$ cat src/rtl/multi_edge_tick.sv
// Multi-channel glitch filter with programmable edge detect and one-cycle registered ticks.
// Each channel keeps a debounced level, a hold counter and a 4-state filter FSM.
module multi_edge_tick #(
  parameter int N      = 4,
  parameter int FILTER = 3
) (
  input  logic           clk,
  input  logic           reset,
  input  logic [N-1:0]   in,
  input  logic [2*N-1:0] mode,
  output logic [N-1:0]   tick,
  output logic [N-1:0]   level,
  output logic           any_tick
);

  localparam int CW = $clog2(FILTER + 1);
  localparam logic [CW-1:0] LAST = CW'(FILTER - 1);

  typedef enum logic [1:0] {
    STABLE_LOW  = 2'd0,
    RISE_PEND   = 2'd1,
    STABLE_HIGH = 2'd2,
    FALL_PEND   = 2'd3
  } state_t;

  for (genvar i = 0; i < N; i++) begin : g_ch
    state_t          state_q;
    logic [CW-1:0]   cnt_q;
    logic            level_q;
    logic            tick_q;
    logic            accept;

    // Counter is 0 in the STABLE states, so FILTER=1 accepts on the first differing sample.
    assign accept = (cnt_q == LAST);

    always_ff @(posedge clk or posedge reset) begin
      if (reset) begin
        state_q <= STABLE_LOW;
        cnt_q   <= '0;
        level_q <= 1'b0;
        tick_q  <= 1'b0;
      end else begin
        tick_q <= 1'b0;
        case (state_q)
          STABLE_LOW, RISE_PEND: begin
            if (!in[i]) begin
              state_q <= STABLE_LOW;
              cnt_q   <= '0;
            end else if (accept) begin
              state_q <= STABLE_HIGH;
              cnt_q   <= '0;
              level_q <= 1'b1;
              tick_q  <= mode[2*i];
            end else begin
              state_q <= RISE_PEND;
              cnt_q   <= cnt_q + CW'(1);
            end
          end
          default: begin
            if (in[i]) begin
              state_q <= STABLE_HIGH;
              cnt_q   <= '0;
            end else if (accept) begin
              state_q <= STABLE_LOW;
              cnt_q   <= '0;
              level_q <= 1'b0;
              tick_q  <= mode[2*i+1];
            end else begin
              state_q <= FALL_PEND;
              cnt_q   <= cnt_q + CW'(1);
            end
          end
        endcase
      end
    end

    assign tick[i]  = tick_q;
    assign level[i] = level_q;
  end

  assign any_tick = |tick;

endmodule

$ cat config.mk
export PLATFORM = sky130hd
export DESIGN_NAME = multi_edge_tick
export DESIGN_NICKNAME = d
export VERILOG_FILES = /design/src/rtl/multi_edge_tick.sv
export SDC_FILE = /design/constraint.sdc
export NUM_CORES = 1
export LEC_CHECK = 0
export BUFFER_PORTS_ARGS = -buffer_cell sky130_fd_sc_hd__buf_4
export CORE_MARGIN = 4
export CORE_UTILIZATION = 45
export CTS_CLUSTER_SIZE = 10
export DETAILED_ROUTE_END_ITERATION = 10
export GPL_TIMING_DRIVEN = 0
export PLACE_DENSITY = 0.78
export SETUP_SLACK_MARGIN = 0.02
export SYNTH_ARGS = -nofsm -noshare
export SYNTH_HDL_FRONTEND = slang
export SYNTH_SLANG_ARGS = --single-unit
export TNS_END_PERCENT = 10
$ cat constraint.sdc
create_clock -name clk -period 1.1 [get_ports clk]
set_clock_uncertainty 0.05 [all_clocks]
set_input_delay 0.11 -clock clk [delete_from_list [all_inputs] [get_ports clk]]
set_output_delay 0.11 -clock clk [all_outputs]
set_load 0.01 [all_outputs]
==> impl_metrics.tcl, run 1 <==
set metrics [dict create \
    setup_tns_ns -0.538 \
    htree_levels 1 \
    hpwl_mm 1.23 \
    drtIter0Drc 2 \
    use_met1 0.162 \
    timing.final.crit_share 1.38 \
    dp_slack_ns -0.0799 \
    cp_data_arrival_time_ns 1.36 \
    crit_path_end_kind "primary output" \
    p_leak_uw 0.000601 \
    nets 133 \
    wire_per_inst_um 11.7 \
    setup_ws_ns -0.423 \
    cp_cell_sequence "or4_4 -> buf_6" \
    synth_fp_nets 100 \
    critPathSlowestCell "or4_4" \
    gr-total-overflow 0 \
    gr-usage-met3 0.0507 \
    max_freq_mhz 656 \
    required_ns 0.94 \
    drc 0 \
    r2r-start "g_ch[2].cnt_q[0]" \
    hp-class "input pin to flop" \
    slowest_delay_ns 0.53 \
    grt_pass1_vias 756 \
    track_usage 0.146 \
    die_h_um 53.1 \
    crit_buf_inv 1 \
    drt-pass1-iter-count 3 \
    cts_made_buffers 3 \
    grt_pass1_wl_mm 2.99 \
    p_per_area_mw_per_mm2 2230 \
    grt_max_degree 21 \
    cp_top_family "simple AND/OR/NAND/NOR gates" \
    cp_max_fo 2 \
    ys_top_cells_by_area "dfrtp_1, a21oi_1, buf_4" \
    postRouteAntennaNets 0 \
    yosysWarnings 0 \
    drv_cap 0 \
    setup_violations 3 \
    antenna_found_initial 0 \
    postSynthAreaPerCell_um2 10.7 \
    root_buffer "clkbuf_4" \
    yosysTopAreaCell "dfrtp_1" \
    grt_use_met2 0.262 \
    drv_slew 0 \
    die-width_um 53.1 \
    portBuffers 22 \
    num-fill-cells 163 \
    area_growth_pct 38.2 \
    start_kind "flop" \
    fin_util 0.653 \
    violations "setup timing" \
    path_clk_slew_ns 0.11 \
    critical_path_class "flop to primary output" \
    min_period_ns 1.52 \
    ios 23 \
    min_from "in[2]" \
    drive_gt1_frac 0.356 \
    start_util 0.472 \
    synth_cell_type_count 13 \
    maxSlewHeadroom 0.720 \
    dr_total_vias 711 \
    n_antenna_cell 0 \
    dieArea_mm2 0.00282 \
    finalHoldViolCount 0 \
    outcome "complete, but fails checks" \
    tightest_slew_ns 0.419 \
    post_drt_via_cell_ratio 4.90 \
    syn_inst 86 \
    yosys_register_bits 20 \
    crit_path_start "g_ch[1].tick_q" \
    netlist.area_leader.share 0.546 \
    cts_tree "done" \
    core_area_mm2 0.00194 \
    place_congestion 0.781 \
    insertion_delay_ns 0.29 \
    cts_buffer_depth 2 \
    peakVddDrop_mv 1.59 \
    top_usage_layer "met2" \
    rows 16 \
    routed_wl_mm 1.70 \
    yosysSeqAreaShare 0.546 \
    hold-worst-slack_ns 0.00396 \
    rsz0062_at_grt "yes" \
    synth_area_um2 917 \
    cts.sinks 20 \
    power_uw 2820 \
]
==> through the flow <==
step	std cells	instance area, µm²
final	145	1270
after global routing	145	1270
after CTS	143	1240
after detailed placement	135	1120
after global placement	135	1120
after floorplan	86	917
==> placed cells by master (no fill, tap or decap) <==
cell / n
dfrtp_1: 20
buf_4: 18
buf_6: 14
a21oi_1: 12
nand2_1: 12
nand3b_1: 8
and2b_1: 4
xnor2_1: 4
nor3_1: 4
nand2b_1: 4
nor3b_2: 4
dlygate4sd3_1: 4
clkbuf_4: 3
o21ai_1: 2
o21ai_0: 2
or4_4: 1
clkinvlp_4: 1
clkbuf_8: 1
==> layout make-up <==
| type | count | area [µm²] | share of cell area |
|---|---|---|---|
| inverters | 1 | 7.51 | 0.00592 |
| multi-input cells | 57 | 357 | 0.281 |
| clock buffers | 4 | 36.3 | 0.0286 |
| well taps | 27 | 33.8 | 0.0267 |
| repair buffers | 29 | 262 | 0.206 |
| plain buffers | 7 | 71.3 | 0.0563 |
| flip-flops and latches | 20 | 500 | 0.395 |
==> path summary, 6_finish.rpt <==
| kind | cells past startpoint | end | slack, ns |
|---|---|---|---|
| min in group asynchronous | 3 | g_ch[0].level_q | 0.32 |
| worst max register to register | 3 | g_ch[2].level_q | 0.09 |
| worst min register to register | 1 | g_ch[0].cnt_q[0] | 0.41 |
| worst min-delay path | 3 | g_ch[2].state_q[1] | 0.004 |
| max in group asynchronous | 3 | g_ch[3].state_q[1] | 0.42 |
| worst max-delay path | 2 | any_tick | -0.42 |
==> flip-flops by register name, indices dropped and copies added (netlist names) <==
register and count:
g_ch.cnt_q 8, g_ch.level_q 4, g_ch.state_q 4, g_ch.tick_q 4
==> worst min-delay path, delay by kind of cell <==
family	cells	cell delay (ns)
and+or+nand+nor	2	0.09
buffers and inverters	1	0.11
==> per-layer routing <==
layer / routed length (µm) / part of all wire / up-vias
li1: - / - / 347
met1: 663 / 0.39 / 350
met2: 952 / 0.56 / 12
met3: 74 / 0.043 / 2
met4: 12 / 0.0070 / 0
met5: 0 / 0 / -
==> logic make-up (layout without fill, tap and decap cells) <==
logic type,count (synthesis),count (layout),share of synthesized area
flip-flops,20,20,0.546
AND/OR/NAND/NOR,37,37,0.259
AO/OA/AOI/OAI,16,16,0.0873
XOR/XNOR,4,4,0.0382
buffers and inverters,9,41,0.0696
==> report_power, final <==
group | internal [µW] | total [µW] | switching (µW)
clock network | 202 | 413 | 211
registers | 1010 | 1290 | 278
logic | 689 | 1120 | 433
total | 1900 | 2820 | 922
==> Yosys cell counts <==
cell type   n
xnor2_1     4
nand2b_1    4
nand3b_1    8
nor3_1      4
o21ai_0     4
nor3b_2     4
and2b_1     4
dfrtp_1    20
buf_4       8
a21oi_1    12
inv_1       1
or4_1       1
nand2_1    12
==> timing repair <==
item / in CTS / in global routing
gates resized for setup: 14 / 5
endpoints found under the hold margin: 23 / 0
endpoints found under the setup margin: 9 / 31
hold buffers: 4 / 0
setup buffers: 0 / 3
Note: power is estimated with default switching activity, not from simulation.
==> inputs of run 2 (changes only) <==
--- a/config.mk
+++ b/config.mk
@@ -13,6 +13,7 @@
 export GPL_TIMING_DRIVEN = 0
 export PLACE_DENSITY = 0.78
 export SETUP_SLACK_MARGIN = 0.02
+export SKIP_CTS_REPAIR_TIMING = 1
 export SYNTH_ARGS = -nofsm -noshare
 export SYNTH_HDL_FRONTEND = slang
 export SYNTH_SLANG_ARGS = --single-unit
==> run 2 against run 1 <==
The run ends with hold timing, setup timing left. Worst hold slack got worse by 0.13 ns. Non-clock buffer count decreased by 3. Final cell count decreased by 2.1%. Sequential power about the same. Fmax increased by 0.77%. Via count decreased by 2.7%. First-iteration DRC count increased by 100%. Clock power about the same. Die area unchanged. Sequential share of layout area increased by 0.88 points. Register-to-register slack about the same.
==> impl_metrics.tcl, run 2 (synthesis results as in run 1) <==
set metrics [dict create \
    routed_wl_mm 1.62 \
    clockPowerShare 0.146 \
    layout_common_cells "dfrtp_1, buf_4, buf_6" \
    violations "hold timing, setup timing" \
    insertion_delay_ns 0.29 \
    gr-total-overflow 0 \
    grt_max_degree 21 \
    antenna_found_initial 0 \
    largest_reg_flops 8 \
    required_ns 0.94 \
    tightest_slew_ns 0.720 \
    pwr-share-seq 0.463 \
    crit_path_end_kind "primary output" \
    cts_tree "done" \
    grt_pass1_wl_mm 2.68 \
    hold-worst-slack_ns -0.123 \
    reg2reg_depth 3 \
    timing.final.crit_share 1.37 \
    n_antenna_cell 0 \
    start_util 0.472 \
    rows 16 \
    p_leak_uw 0.000593 \
    p_int_uw 1890 \
    area_growth_pct 35.2 \
    setup_ws_ns -0.412 \
    portBuffers 22 \
    switchingPower_uw 909 \
    power_frac_comb 0.391 \
    post_drt_via_cell_ratio 4.87 \
    fin_util 0.639 \
    drtIter0Drc 4 \
    min_period_ns 1.51 \
    grt_pass1_vias 681 \
    drv_cap 0 \
    setup_violations 3 \
    drv_slew 0 \
    layout_commonest_cell "dfrtp_1" \
    postRouteAntennaNets 0 \
    setup_tns_ns -0.539 \
    ios 23 \
    dieArea_mm2 0.00282 \
    rsz0062_at_grt "yes" \
    die-width_um 53.1 \
    final_area_mm2 0.00124 \
    placedCellCount 135 \
    htree_levels 1 \
    finalHoldViolCount 20 \
    nets 130 \
    switching_share 0.325 \
    peakVddDrop_mv 1.60 \
    wire_per_inst_um 11.4 \
    dr_total_vias 692 \
    cts_made_buffers 3 \
    num-fill-cells 162 \
    cts_buffer_depth 2 \
    cp_data_arrival_time_ns 1.35 \
    critical_path_class "flop to primary output" \
    drc 0 \
    die_h_um 53.1 \
    cts.sinks 20 \
    place_area_mm2 0.00112 \
    outcome "complete, but fails checks" \
    place_congestion 0.781 \
    max_freq_mhz 661 \
    cp_max_fo 2 \
    fin_cells 142 \
    start_kind "flop" \
    maxSlewHeadroom 0.519 \
    path_clk_slew_ns 0.11 \
    root_buffer "clkbuf_4" \
    track_usage 0.133 \
    hp-class "input pin to asynchronous set/reset pin" \
    regMostFlops "g_ch.cnt_q" \
    hpwl_mm 1.23 \
    drive_gt1_frac 0.348 \
    drt-pass1-iter-count 4 \
    core_area_mm2 0.00194 \
    p_per_area_mw_per_mm2 2250 \
]
## run 2: worst paths after layout
kind	startpoint	to	slack (ns)
worst max-delay path	g_ch[1].tick_q	any_tick	-0.41
worst min-delay path	reset	g_ch[1].tick_q	-0.12
worst max register to register	g_ch[2].cnt_q[0]	g_ch[2].level_q	0.09
worst min register to register	g_ch[0].cnt_q[0]	g_ch[0].cnt_q[0]	0.41
max in group asynchronous	reset	g_ch[3].state_q[1]	0.67
min in group clk	in[2]	g_ch[2].state_q[1]	0.01
## run 2: per-layer routing
metal  routed length [µm]  track usage  share of wire
met5                    0            0              0
met4                   12       0.0383         0.0074
met3                   76       0.0507          0.047
met2                  902        0.233           0.56
met1                  624        0.147           0.39
## run 2: metrics by stage
| step | total power, µW | setup slack [ns] |
|---|---|---|
| final | 2800 | -0.412 |
| after global routing | 3030 | -0.458 |
| after CTS | 2690 | -0.421 |
| after detailed placement | 2270 | -0.0799 |
| after global placement | 2200 | -0.0711 |
| after floorplan | 1930 | 0.0208 |
## run 2: power groups by stage
stage                     Clock (µW)  Sequential [µW]  Combinational, µW
after floorplan                    0             1230                701
after global placement             0             1270                932
after detailed placement           0             1300                972
after CTS                        428             1280                975
after global routing             461             1350               1220
final                            410             1290               1090
## run 2: worst max-delay path: stages (launching register included)
cell,delay [ns]
dfrtp_1,0.40
or4_4,0.53
buf_6,0.13
## run 2: area by class of cell
cell class,count,area [µm²],area share
Sequential cell,20,500,0.404
Multi-Input combinational cell,57,357,0.288
Timing Repair Buffer,25,223,0.180
Buffer,8,86.3,0.0696
Clock buffer,4,36.3,0.0293
Tap cell,27,33.8,0.0272
Inverter,1,3.75,0.00303
